$ cat src/rtl/crypt_stream_if.sv
// Host-side stream/config bundle for crypt_stream_engine.
// master = host/link driver side, slave = the engine.
interface crypt_stream_if #(
  parameter int DW = 8,
  parameter int AW = 3
);
  logic          en;
  logic          cfg_wen;
  logic [AW-1:0] cfg_addr;
  logic [DW-1:0] cfg_data;
  logic          cfg_err;
  logic          in_valid;
  logic          in_ready;
  logic [DW-1:0] in_data;
  logic          in_last;
  logic          out_valid;
  logic          out_ready;
  logic [DW-1:0] out_data;
  logic          out_last;
  logic          busy;

  modport master (
    output en, cfg_wen, cfg_addr, cfg_data, in_valid, in_data, in_last, out_ready,
    input  cfg_err, in_ready, out_valid, out_data, out_last, busy
  );

  modport slave (
    input  en, cfg_wen, cfg_addr, cfg_data, in_valid, in_data, in_last, out_ready,
    output cfg_err, in_ready, out_valid, out_data, out_last, busy
  );
endinterface

$ cat src/rtl/crypt_stream_engine.sv
// Framed XOR/rotate stream cipher with rotating key bank and output FIFO.
// Optional macro CSE_FRAME_CNT_EN adds a 16-bit completed-frame counter port.
module crypt_stream_engine #(
  parameter int DW         = 8,
  parameter int NKEYS      = 4,
  parameter int FIFO_DEPTH = 4
) (
  input  logic          clk,
  input  logic          rst,
  crypt_stream_if.slave bus
`ifdef CSE_FRAME_CNT_EN
  ,
  output logic [15:0]   frame_cnt
`endif
);
  localparam int AW    = $clog2(NKEYS + 1);
  localparam int KW    = $clog2(NKEYS);
  localparam int SW    = $clog2(DW);
  localparam int PW    = $clog2(FIFO_DEPTH);
  localparam int CW    = $clog2(FIFO_DEPTH + 1);
  localparam int CTRLW = 2 + SW + 4;

  typedef enum logic {IDLE, RUN} state_t;
  state_t state_reg, state_next;

  logic [DW-1:0]    key_reg [NKEYS];
  logic [CTRLW-1:0] ctrl_reg, ctrl_wdata;
  logic [KW-1:0]    idx_reg;
  logic [3:0]       cnt_reg;
  logic             cfg_err_reg;

  logic [DW:0]      fifo_mem [FIFO_DEPTH];
  logic [PW-1:0]    wr_ptr_reg, rd_ptr_reg;
  logic [CW-1:0]    count_reg;

  logic             accept, pop, cfg_ok, addr_valid, ctrl_we;
  logic [NKEYS-1:0] key_we;
  logic             mode, shift_en;
  logic [SW-1:0]    shift_amt;
  logic [3:0]       rot_freq;
  logic [DW-1:0]    key_cur, mixed, y;

  function automatic logic [DW-1:0] rotl(input logic [DW-1:0] v, input logic [SW-1:0] a);
    return (v << a) | (v >> (DW - int'(a)));
  endfunction

  function automatic logic [DW-1:0] rotr(input logic [DW-1:0] v, input logic [SW-1:0] a);
    return (v >> a) | (v << (DW - int'(a)));
  endfunction

  assign bus.in_ready  = bus.en && (count_reg < CW'(FIFO_DEPTH));
  assign bus.out_valid = (count_reg != '0);
  assign accept        = bus.in_valid && bus.in_ready;
  assign pop           = bus.out_valid && bus.out_ready;
  assign {bus.out_last, bus.out_data} = fifo_mem[rd_ptr_reg];
  assign bus.cfg_err   = cfg_err_reg;

  // Writes only land between frames and never in a cycle that also consumes a beat.
  assign addr_valid = (bus.cfg_addr <= AW'(NKEYS));
  assign cfg_ok     = bus.cfg_wen && (state_reg == IDLE) && !accept;
  assign ctrl_we    = cfg_ok && (bus.cfg_addr == AW'(NKEYS));

  generate
    for (genvar gi = 0; gi < NKEYS; gi++) begin : g_key_we
      assign key_we[gi] = cfg_ok && (bus.cfg_addr == AW'(gi));
    end
    // The rot_freq field may extend past DW; missing upper bits read as zero.
    if (DW >= CTRLW) begin : g_ctrl_narrow
      assign ctrl_wdata = bus.cfg_data[CTRLW-1:0];
    end else begin : g_ctrl_wide
      assign ctrl_wdata = {{(CTRLW-DW){1'b0}}, bus.cfg_data};
    end
  endgenerate

  assign mode      = ctrl_reg[0];
  assign shift_en  = ctrl_reg[1];
  assign shift_amt = ctrl_reg[2 +: SW];
  assign rot_freq  = ctrl_reg[2+SW +: 4];

  always_comb begin
    key_cur = key_reg[idx_reg];
    mixed   = bus.in_data ^ key_cur;
    y       = mixed;
    if (shift_en) begin
      y = mode ? (rotr(bus.in_data, shift_amt) ^ key_cur) : rotl(mixed, shift_amt);
    end
  end

  always_ff @(posedge clk or posedge rst) begin
    if (rst) begin
      for (int i = 0; i < NKEYS; i++) key_reg[i] <= '0;
      ctrl_reg    <= '0;
      cfg_err_reg <= 1'b0;
    end else begin
      for (int i = 0; i < NKEYS; i++) begin
        if (key_we[i]) key_reg[i] <= bus.cfg_data;
      end
      if (ctrl_we) ctrl_reg <= ctrl_wdata;
      cfg_err_reg <= bus.cfg_wen && addr_valid && !cfg_ok;
    end
  end

  // Key schedule restarts at key 0 after every frame end.
  always_ff @(posedge clk or posedge rst) begin
    if (rst) begin
      idx_reg <= '0;
      cnt_reg <= '0;
    end else if (accept) begin
      if (bus.in_last) begin
        idx_reg <= '0;
        cnt_reg <= '0;
      end else if (cnt_reg == rot_freq) begin
        cnt_reg <= '0;
        idx_reg <= (idx_reg == KW'(NKEYS - 1)) ? '0 : idx_reg + 1'b1;
      end else begin
        cnt_reg <= cnt_reg + 1'b1;
      end
    end
  end

  always_ff @(posedge clk) begin
    if (accept) fifo_mem[wr_ptr_reg] <= {bus.in_last, y};
  end

  always_ff @(posedge clk or posedge rst) begin
    if (rst) begin
      wr_ptr_reg <= '0;
      rd_ptr_reg <= '0;
      count_reg  <= '0;
    end else begin
      if (accept) wr_ptr_reg <= wr_ptr_reg + 1'b1;
      if (pop)    rd_ptr_reg <= rd_ptr_reg + 1'b1;
      case ({accept, pop})
        2'b10:   count_reg <= count_reg + 1'b1;
        2'b01:   count_reg <= count_reg - 1'b1;
        default: count_reg <= count_reg;
      endcase
    end
  end

  always_ff @(posedge clk or posedge rst) begin
    if (rst) state_reg <= IDLE;
    else     state_reg <= state_next;
  end

  always_comb begin
    state_next = state_reg;
    if (accept) state_next = bus.in_last ? IDLE : RUN;
  end

  always_comb begin
    bus.busy = (state_reg == RUN);
  end

`ifdef CSE_FRAME_CNT_EN
  always_ff @(posedge clk or posedge rst) begin
    if (rst)                      frame_cnt <= '0;
    else if (accept && bus.in_last) frame_cnt <= frame_cnt + 16'd1;
  end
`endif
endmodule
$ cat src/flat_wrapper.sv
// flat-port wrapper written by rule: the top's interface ports become plain ports
module crypt_stream_engine_flat 
#(
  parameter int DW         = 8,
  parameter int NKEYS      = 4,
  parameter int FIFO_DEPTH = 4
)
  (clk, rst, bus_en, bus_cfg_wen, bus_cfg_addr, bus_cfg_data, bus_in_valid, bus_in_data, bus_in_last, bus_out_ready, bus_cfg_err, bus_in_ready, bus_out_valid, bus_out_data, bus_out_last, bus_busy);
  crypt_stream_if #(.DW(DW)) bus_i ();
  input  logic clk;
  input  logic rst;
  input wire logic [$bits(bus_i.en)-1:0] bus_en;
  input wire logic [$bits(bus_i.cfg_wen)-1:0] bus_cfg_wen;
  input wire logic [$bits(bus_i.cfg_addr)-1:0] bus_cfg_addr;
  input wire logic [$bits(bus_i.cfg_data)-1:0] bus_cfg_data;
  input wire logic [$bits(bus_i.in_valid)-1:0] bus_in_valid;
  input wire logic [$bits(bus_i.in_data)-1:0] bus_in_data;
  input wire logic [$bits(bus_i.in_last)-1:0] bus_in_last;
  input wire logic [$bits(bus_i.out_ready)-1:0] bus_out_ready;
  output wire logic [$bits(bus_i.cfg_err)-1:0] bus_cfg_err;
  output wire logic [$bits(bus_i.in_ready)-1:0] bus_in_ready;
  output wire logic [$bits(bus_i.out_valid)-1:0] bus_out_valid;
  output wire logic [$bits(bus_i.out_data)-1:0] bus_out_data;
  output wire logic [$bits(bus_i.out_last)-1:0] bus_out_last;
  output wire logic [$bits(bus_i.busy)-1:0] bus_busy;
  assign bus_i.en = bus_en;
  assign bus_i.cfg_wen = bus_cfg_wen;
  assign bus_i.cfg_addr = bus_cfg_addr;
  assign bus_i.cfg_data = bus_cfg_data;
  assign bus_i.in_valid = bus_in_valid;
  assign bus_i.in_data = bus_in_data;
  assign bus_i.in_last = bus_in_last;
  assign bus_i.out_ready = bus_out_ready;
  assign bus_cfg_err = bus_i.cfg_err;
  assign bus_in_ready = bus_i.in_ready;
  assign bus_out_valid = bus_i.out_valid;
  assign bus_out_data = bus_i.out_data;
  assign bus_out_last = bus_i.out_last;
  assign bus_busy = bus_i.busy;
  crypt_stream_engine #(.DW(DW), .NKEYS(NKEYS), .FIFO_DEPTH(FIFO_DEPTH)) u_core (.clk(clk), .rst(rst), .bus(bus_i));
endmodule
$ cat config.mk
export PLATFORM = sky130hd
export DESIGN_NAME = crypt_stream_engine_flat
export DESIGN_NICKNAME = d
export VERILOG_FILES = /design/src/rtl/crypt_stream_if.sv /design/src/rtl/crypt_stream_engine.sv /design/src/flat_wrapper.sv
export SDC_FILE = /design/constraint.sdc
export NUM_CORES = 1
export LEC_CHECK = 0
export BUFFER_PORTS_ARGS = -buffer_cell sky130_fd_sc_hd__buf_4
export CAP_MARGIN = 0
export CORE_ASPECT_RATIO = 0.7
export CORE_UTILIZATION = 40
export CTS_CLUSTER_SIZE = 10
export DETAILED_ROUTE_END_ITERATION = 10
export SKIP_LAST_GASP = 1
export SLEW_MARGIN = 20
export SYNTH_ARGS = -nofsm -noshare
export SYNTH_HDL_FRONTEND = slang
export SYNTH_SLANG_ARGS = --single-unit
export TNS_END_PERCENT = 1
$ cat constraint.sdc
create_clock -name clk -period 3 [get_ports clk]
set_input_delay 0 -clock clk [delete_from_list [all_inputs] [get_ports clk]]
set_output_delay 0 -clock clk [all_outputs]
set_load 0.005 [all_outputs]
==> summary.md, run 1 <==
| Metric | Value |
|---|---|
| Outcome | `completed` |
| Nets | `540` |
| Root Buffer | `clkbuf_16` |
| First-pass GRT wire length | `20900 µm` |
| CTS tree | `yes` |
| Buf/Inv on CP | `1` |
| Crit path kind | `flip-flop to flip-flop` |
| Setup repair bufs after CTS | `0` |
| Prevailing post-synth register cell | `dfrtp_1` |
| WL/cell | `18.9 µm` |
| RSZ-0062 raised after global routing | `false` |
| Port bufs | `38` |
| Post-route ant nets | `0` |
| Most common cell after layout, fill and taps aside | `dfrtp_1` |
| Initial Util | `0.419` |
| Slew Limit Fails | `0` |
| Total CTS buffers | `9` |
| Die height | `98.5 µm` |
| Max FFs per register | `36` |
| Starting DRT DRC Count | `268` |
| Final min period | `2.67 ns` |
| Hold path startpoint | `bus_out_ready` |
| Via/cell ratio | `5.73` |
| Total track usage | `0.199` |
| FF-to-FF setup slack | `0.33 ns` |
| Post-synthesis sequential area ratio | `0.462` |
| FP Rows | `34` |
| Die Width | `140 µm` |
| Register Area | `0.00246 mm²` |
| Final Hold Violating Endpoints | `0` |
| Pin count of the biggest net entering global routing | `40` |
| Slowest-stage cell, CP | `a221oi_2` |
| Metal3 WL | `877 µm` |
| Crit path DAT | `2.77 ns` |
| CORE AREA | `0.0127 mm²` |
| Vias in the first global route | `3832` |
| Setup crit start kind | `flip-flop` |
| CP cell instances | `buf_4, mux4_2, xor2_1, nor2_1, a21oi_1, mux2_2, o22ai_1, a221oi_2` |
| R2R cell count | `8` |
| Drt pass-1 iters | `5` |
| WP data required | `3.11 ns` |
| Met2 wire length | `5610 µm` |
| Synth-to-layout area growth | `16.3%` |
| DRT met1 WL | `6060 µm` |
| Max capacitance violation total | `0` |
| Worst min-delay path class | `primary input to flip-flop` |
| Synth warn | `0` |
| Max Fclk | `375 MHz` |
| Top sig layer | `met4` |
| Crit path max fanout | `17` |
| VDD IR max | `513 µV` |
| Most frequent cells in the layout | `55 x dfrtp_1, 50 x buf_4, 45 x mux2_2, 36 x edfxtp_1, 31 x nor2_1` |
| I/O pin count | `39` |
| Clock Tree Buf Depth | `2` |
| CTS H-tree lvls | `3` |
| Worst-Skew Late Latency | `0.34 ns` |
| Hold Crit Depth | `3` |
| PwrDens | `1210 mW/mm²` |
| Leakage power | `2.45 nW` |
| Initial antenna violation count | `0` |
| End of the worst register-to-register path | `u_core.fifo_mem[1][3]` |
| Worst-Margin Slew | `0.642 ns` |
| Routed WL | `12700 µm` |
| Number of synthesized register bits | `91` |
| Final GP Congestion | `0.899` |
| Die area | `0.0138 mm²` |
| Reg2reg start | `u_core.idx_reg[0]` |
| Netlist cell types | `57` |
| ANT cells | `0` |
| Utilization after layout | `0.488` |
| Tcrit/Tclk final | `0.889` |
| Total congestion overflow | `0` |
| Syn_area_per_cell | `11.6 µm²` |
| Clk sinks | `91` |
| Delay-heaviest family, CP | `compound AO/OA/AOI/OAI gates` |
| Max-Slew Margin vs Limit | `0.572` |
| Count of mapped cells out of synthesis | `458` |
| # fillers | `1186` |
| Setup violators final | `0` |
| Worst path max stage delay | `0.44 ns` |
| CP Capture Type | `flip-flop` |
| EDFF count, synth | `36` |
| Vias | `3853` |
| Final setup TNS | `0 ns` |
| Remaining DRCs | `0` |
| Post-synth ARST share | `0.604` |
| Multi-input gate area | `0.00270 mm²` |
| Share of layout cells above drive strength 1 | `0.263` |
| Post-Syn Nets | `493` |
| DP HPWL | `9460 µm` |
| Hold Path End | `u_core.rd_ptr_reg[0]` |
| Clk slew on worst S/H paths | `0.07 ns` |
| Synthesized cell area | `0.00532 mm²` |
| Clk_skew | `0.00599 ns` |
## how the worst max path moves through the flow
stage                                   from               endpoint  slack (ns)  depth (start not counted)
after floorplan           u_core.ctrl_reg[3]  u_core.fifo_mem[0][7]        0.28                          9
after global placement     u_core.idx_reg[0]  u_core.fifo_mem[0][3]        0.21                          8
after detailed placement   u_core.idx_reg[0]  u_core.fifo_mem[1][3]        0.15                          8
after CTS                  u_core.idx_reg[0]  u_core.fifo_mem[1][3]        0.11                          8
after global routing       u_core.idx_reg[0]  u_core.fifo_mem[1][3]        0.11                          8
final                      u_core.idx_reg[0]  u_core.fifo_mem[1][3]        0.33                          8
## synth_stat cells (11+ instances only)
cell	count	share of area
nor2_1	31	0.022
xor2_1	14	0.023
edfxtp_1	36	0.20
xnor2_1	22	0.036
nand2_1	27	0.019
nor2b_1	11	0.013
mux4_2	15	0.064
o21ai_0	14	0.013
mux2i_1	27	0.051
a21oi_1	21	0.020
dfrtp_1	55	0.26
clkbuf_1	16	0.011
mux2_2	45	0.095
## cell type report
class,instances,share of cell area
clock buffer,9,0.0364
clock inverter,7,0.00951
inverter,11,0.00668
multi-input combinational,330,0.437
sequential,91,0.397
tap,162,0.0328
timing repair buffer,62,0.0801
## per-stage QoR
step                      instances  hold WS [ns]  setup slack [ns]  area [µm²]  power (mW)
final                           672        0.0335             0.334        6180        7.46
after global routing            672        0.0372             0.112        6180        8.03
after CTS                       672        0.0352             0.107        6180        7.43
after detailed placement        644         0.112             0.151        5770        6.33
after global placement          644        0.0992             0.207        5770        6.29
after floorplan                 458        0.0867             0.278        5320        5.17
## cells by family (layout without fill, tap and decap cells)
group           Yosys count  count (layout)  share of synthesized area
xor+xnor                 37              37                     0.0624
fa+ha+maj                 9               9                     0.0226
mux                      87              87                      0.210
compound gates           87              87                      0.110
flops                    91              91                      0.462
buf+inv                  37              89                     0.0308
simple gates            110             110                      0.102
## power by group
group | switching, mW | total (mW) | internal, mW
Combinational | 2.34 | 4.19 | 1.85
Clock | 0.497 | 1.07 | 0.576
Sequential | 0.314 | 2.20 | 1.88
Total | 3.15 | 7.46 | 4.31
## routing by layer
metal,GRT usage,up-vias
li1,-,1801
met1,0.287,1891
met2,0.297,141
met3,0.0515,20
met4,0.0566,0
met5,0,-
## timing repair
item | in CTS | in global routing
hold buffers | 12 | 0
hold endpoints to repair | 74 | 0
endpoints found under the setup margin | 0 | 4
gates resized for setup | 0 | 1
## worst min-delay path, delay by kind of cell
kind,cells,cell delay [ns]
xor+xnor,1,0.09
buf+inv,1,0.07
simple gates,1,0.18
Power figures use the tool's default switching activity.
==> run 2, diff against run 1 <==
Settings changed: CORE_MARGIN set to 2, CORE_UTILIZATION 40 to 57, PLACE_DENSITY set to 0.76.
==> summary.md, run 2 (same netlist as run 1, synthesis figures left out) <==
| Metric | Value |
|---|---|
| Routed WL | `12600 µm` |
| Worst-Skew Late Latency | `0.34 ns` |
| CTS tree | `yes` |
| R2R cell count | `10` |
| CORE AREA | `0.00907 mm²` |
| Worst-Margin Slew | `0.719 ns` |
| Final setup margin | `0.319 ns` |
| Place WS | `0.207 ns` |
| Multi-input gate area | `0.00270 mm²` |
| Max-Slew Margin vs Limit | `0.521` |
| Clk sinks | `91` |
| Min Hold Slack | `0.0287 ns` |
| Crit path DAT | `2.79 ns` |
| Slew Limit Fails | `0` |
| Remaining DRCs | `0` |
| Final min period | `2.68 ns` |
| Clock Tree Buf Depth | `2` |
| Final GP Congestion | `1.01` |
| Final Hold Violating Endpoints | `0` |
| Outcome | `completed` |
| Die area | `0.0101 mm²` |
| Vias in the first global route | `3926` |
| Nets | `541` |
| Most frequent cells in the layout | `54 x dfrtp_1, 51 x buf_4, 45 x mux2_2, 36 x edfxtp_1, 31 x nor2_1` |
| RSZ-0062 raised after global routing | `false` |
| I/O pin count | `39` |
| Total track usage | `0.266` |
| Setup crit start kind | `flip-flop` |
| Final setup TNS | `0 ns` |
| Share of layout cells above drive strength 1 | `0.262` |
| Worst min-delay path class | `primary input to flip-flop` |
| Total CTS buffers | `9` |
| PwrDens | `1230 mW/mm²` |
| Max Fclk | `373 MHz` |
| Reg2reg start | `u_core.ctrl_reg[3]` |
| First-pass GRT wire length | `20500 µm` |
| Drt pass-1 iters | `6` |
| Hold Path End | `u_core.rd_ptr_reg[0]` |
| Synth-to-layout area growth | `16.0%` |
| Root Buffer | `clkbuf_16` |
| Initial Util | `0.586` |
| Starting DRT DRC Count | `477` |
| Crit path kind | `flip-flop to flip-flop` |
| ANT cells | `0` |
| VDD IR max | `737 µV` |
| Tcrit/Tclk final | `0.894` |
| CTS H-tree lvls | `3` |
| Clk slew on worst S/H paths | `0.06 ns` |
| WP data required | `3.11 ns` |
| Max FFs per register | `36` |
| Post-route ant nets | `0` |
| Pin count of the biggest net entering global routing | `56` |
| Die height | `84.8 µm` |
| Via/cell ratio | `6.20` |
| Setup repair bufs after CTS | `0` |
| Die Width | `119 µm` |
| End of the worst register-to-register path | `u_core.fifo_mem[1][4]` |
| Hold path startpoint | `bus_out_ready` |
| FF-to-FF setup slack | `0.32 ns` |
| CP Capture Type | `flip-flop` |
| Register Area | `0.00246 mm²` |
| Power, Total | `7.58 mW` |
| Crit path max fanout | `19` |
| Max capacitance violation total | `0` |
| Total congestion overflow | `0` |
| Hold Crit Depth | `3` |
| Most common cell after layout, fill and taps aside | `dfrtp_1` |
| Leakage power | `2.47 nW` |
| Clk_skew | `0.00545 ns` |
| # fillers | `690` |
| Vias | `3940` |
| Setup violators final | `0` |
| DP HPWL | `9270 µm` |
| WL/cell | `19.9 µm` |
| Port bufs | `38` |
| FP Rows | `29` |
| Initial antenna violation count | `0` |
==> run 2: cell type report <==
class,instances,share of cell area
Clock buffer,12,0.0418
Inverter,11,0.00710
Tap cell,124,0.0251
Multi-Input combinational cell,330,0.437
Sequential cell,91,0.398
Timing Repair Buffer,63,0.0815
Clock inverter,4,0.00912
==> run 2: what timing repair did <==
item | 4_1_cts | 5_1_grt
hold buffers | 12 | 0
setup endpoints to repair | 0 | 4
hold endpoints to repair | 101 | 0
gates resized for setup | 0 | 1
==> run 2: through the flow <==
step / util / instances / cell area (µm²)
after floorplan: - / 458 / 5320
after global placement: 0.632 / 607 / 5730
after detailed placement: 0.632 / 607 / 5740
after CTS: 0.680 / 635 / 6170
after global routing: 0.680 / 635 / 6170
final: 0.680 / 635 / 6170
==> run 2: worst max-delay path by stage <==
stage                             from  cells past startpoint                    end  slack (ns)
global placement     u_core.idx_reg[0]                      7  u_core.fifo_mem[0][3]        0.31
floorplan           u_core.ctrl_reg[3]                      9  u_core.fifo_mem[0][7]        0.28
CTS                  u_core.idx_reg[0]                      8  u_core.fifo_mem[3][3]        0.18
finish              u_core.ctrl_reg[3]                     10  u_core.fifo_mem[1][4]        0.32
detailed placement   u_core.idx_reg[0]                      6  u_core.fifo_mem[1][3]        0.21
global route        u_core.ctrl_reg[3]                     10  u_core.fifo_mem[2][5]        0.05
==> run 2: worst max-delay path, cell delays in order, from the launching register on <==
cell,delay [ns]
dfrtp_1,0.34
inv_1,0.11
ha_1,0.48
buf_4,0.30
mux2i_1,0.25
nand2_1,0.07
nand3_1,0.08
o221ai_1,0.14
xnor2_1,0.19
o22ai_1,0.13
a21oi_1,0.35
==> run 2: power breakdown <==
| part | total [mW] | leakage, nW | switching, mW | internal [mW] |
|---|---|---|---|---|
| Sequential | 2.25 | 1.01 | 0.363 | 1.89 |
| Clock | 1.17 | 0.152 | 0.463 | 0.702 |
| Combinational | 4.16 | 1.31 | 2.30 | 1.86 |
==> run 2: metal layers <==
metal	up-vias	routed length (µm)	global-route usage
met5	-	0	0
met4	0	303	0.107
met3	32	936	0.0638
met2	172	5720	0.403
met1	1924	5660	0.375
li1	1812	-	-
==> run 3, diff against run 2 <==
==> constraint.sdc (replaced) <==
create_clock -name clk -period 3 [get_ports clk]
set_input_delay 0.15 -clock clk [delete_from_list [all_inputs] [get_ports clk]]
set_output_delay 0.15 -clock clk [all_outputs]
set_load 0.005 [all_outputs]
==> summary.md, run 3 (same netlist as run 1, synthesis figures left out) <==
| Metric | Value |
|---|---|
| Total track usage | `0.264` |
| Die height | `84.8 µm` |
| CORE AREA | `0.00907 mm²` |
| Share of layout cells above drive strength 1 | `0.268` |
| Post-route ant nets | `0` |
| Nets | `530` |
| DP HPWL | `9270 µm` |
| Synth-to-layout area growth | `14.0%` |
| Vias | `3891` |
| Clock Tree Buf Depth | `2` |
| Vias in the first global route | `3877` |
| Worst-Margin Slew | `0.703 ns` |
| Max FFs per register | `36` |
| Final Hold Violating Endpoints | `0` |
| Crit path DAT | `2.78 ns` |
| Port bufs | `38` |
| Drt pass-1 iters | `6` |
| Die area | `0.0101 mm²` |
| Total congestion overflow | `0` |
| Outcome | `completed` |
| Crit path kind | `flip-flop to flip-flop` |
| Crit path max fanout | `10` |
| ANT cells | `0` |
| PwrDens | `1250 mW/mm²` |
| Met1 GRT Util | `0.374` |
| Initial Util | `0.586` |
| Max capacitance violation total | `0` |
| Clk sinks | `91` |
| Routed WL | `12400 µm` |
| WL/cell | `19.9 µm` |
| Met3 global-route usage | `0.0638` |
| First-pass GRT wire length | `20300 µm` |
| Final GP Congestion | `1.01` |
| Pin count of the biggest net entering global routing | `56` |
| Most frequent cells in the layout | `54 x dfrtp_1, 51 x buf_4, 45 x mux2_2, 36 x edfxtp_1, 31 x nor2_1` |
| Via/cell ratio | `6.24` |
| VDD IR max | `741 µV` |
| Clk_skew | `0.00588 ns` |
| FP Rows | `29` |
| Setup crit start kind | `flip-flop` |
| Total CTS buffers | `9` |
| Final min period | `2.71 ns` |
| Starting DRT DRC Count | `476` |
| Top Usage Layer GRT | `met2` |
| Final setup TNS | `0 ns` |
| GRT met2 Usage | `0.396` |
| Root Buffer | `clkbuf_16` |
| Max Fclk | `369 MHz` |
| Worst-Skew Late Latency | `0.34 ns` |
| Utilization after layout | `0.668` |
| CTS tree | `yes` |
| Tcrit/Tclk final | `0.904` |
| Die Width | `119 µm` |
| CTS H-tree lvls | `3` |
| Initial antenna violation count | `0` |
| Max-Slew Margin vs Limit | `0.532` |
| Worst min-delay path class | `primary input to flip-flop` |
| I/O pin count | `39` |
| CP Capture Type | `flip-flop` |
| Slew Limit Fails | `0` |
| Remaining DRCs | `0` |
| RSZ-0062 raised after global routing | `false` |
| Setup repair bufs after CTS | `0` |
| WP data required | `3.07 ns` |
| Most common cell after layout, fill and taps aside | `dfrtp_1` |
| Clk slew on worst S/H paths | `0.06 ns` |
| Leakage power | `2.43 nW` |
| Setup violators final | `0` |
[run 3: where the power goes]
part	total (mW)	internal [mW]	leakage [nW]	switching, mW
sequential	2.25	1.89	1.01	0.364
combinational	4.15	1.85	1.27	2.30
clock	1.17	0.702	0.152	0.463
total	7.56	4.44	2.43	3.13
[run 3: layer usage]
| metal | share of wire | up-vias |
|---|---|---|
| li1 | - | 1789 |
| met1 | 0.45 | 1884 |
| met2 | 0.45 | 188 |
| met3 | 0.076 | 30 |
| met4 | 0.027 | 0 |
| met5 | 0 | - |
[run 3: worst max-delay path: stages (launching register included)]
cell and delay (ns):
dfrtp_1 0.38, inv_1 0.17, ha_1 0.34, nand2b_1 0.14, o21bai_2 0.45, nand3_1 0.14
o221ai_1 0.12, xnor2_1 0.16, nor2_1 0.08, a221oi_1 0.46
[run 3: final timing paths]
| path | start | cells past startpoint | to | slack (ns) |
|---|---|---|---|---|
| setup / recovery | u_core.ctrl_reg[3] | 9 | u_core.fifo_mem[3][3] | 0.29 |
| hold / removal | bus_cfg_wen | 3 | u_core.bus.cfg_err | 0.03 |
| min in group asynchronous | rst | 3 | u_core.key_reg[15] | 0.48 |
| setup reg to reg | u_core.ctrl_reg[3] | 9 | u_core.fifo_mem[3][3] | 0.29 |
| hold reg to reg | u_core.cnt_reg[3] | 1 | u_core.cnt_reg[3] | 0.49 |
| max in group asynchronous | rst | 3 | u_core.idx_reg[0] | 2.04 |
[run 3: final cells by class]
class / instances / area [µm²]
Clock buffer: 12 / 258
Clock inverter: 4 / 56.3
Fill cell: 696 / 3010
Inverter: 11 / 43.8
Multi-Input combinational cell: 330 / 2700
Sequential cell: 91 / 2460
Tap cell: 124 / 155
Timing Repair Buffer: 52 / 393
[run 3: timing repair]
item | 4_1_cts | 5_1_grt
setup endpoints to repair | 0 | 4
hold buffers | 1 | 0
gates resized for setup | 0 | 1
hold endpoints to repair | 55 | 0
[run 3: through the flow]
stage	area (µm²)	power (mW)	hold WS, ns	worst slack [ns]	instances
after floorplan	5320	5.17	0.237	0.278	458
final	6060	7.56	0.0282	0.289	624
after global routing	6060	8.05	0.0462	0.0482	624
after CTS	6060	7.51	0.0141	0.184	624
after global placement	5730	6.24	0.382	0.312	607
after detailed placement	5740	6.32	0.305	0.207	607
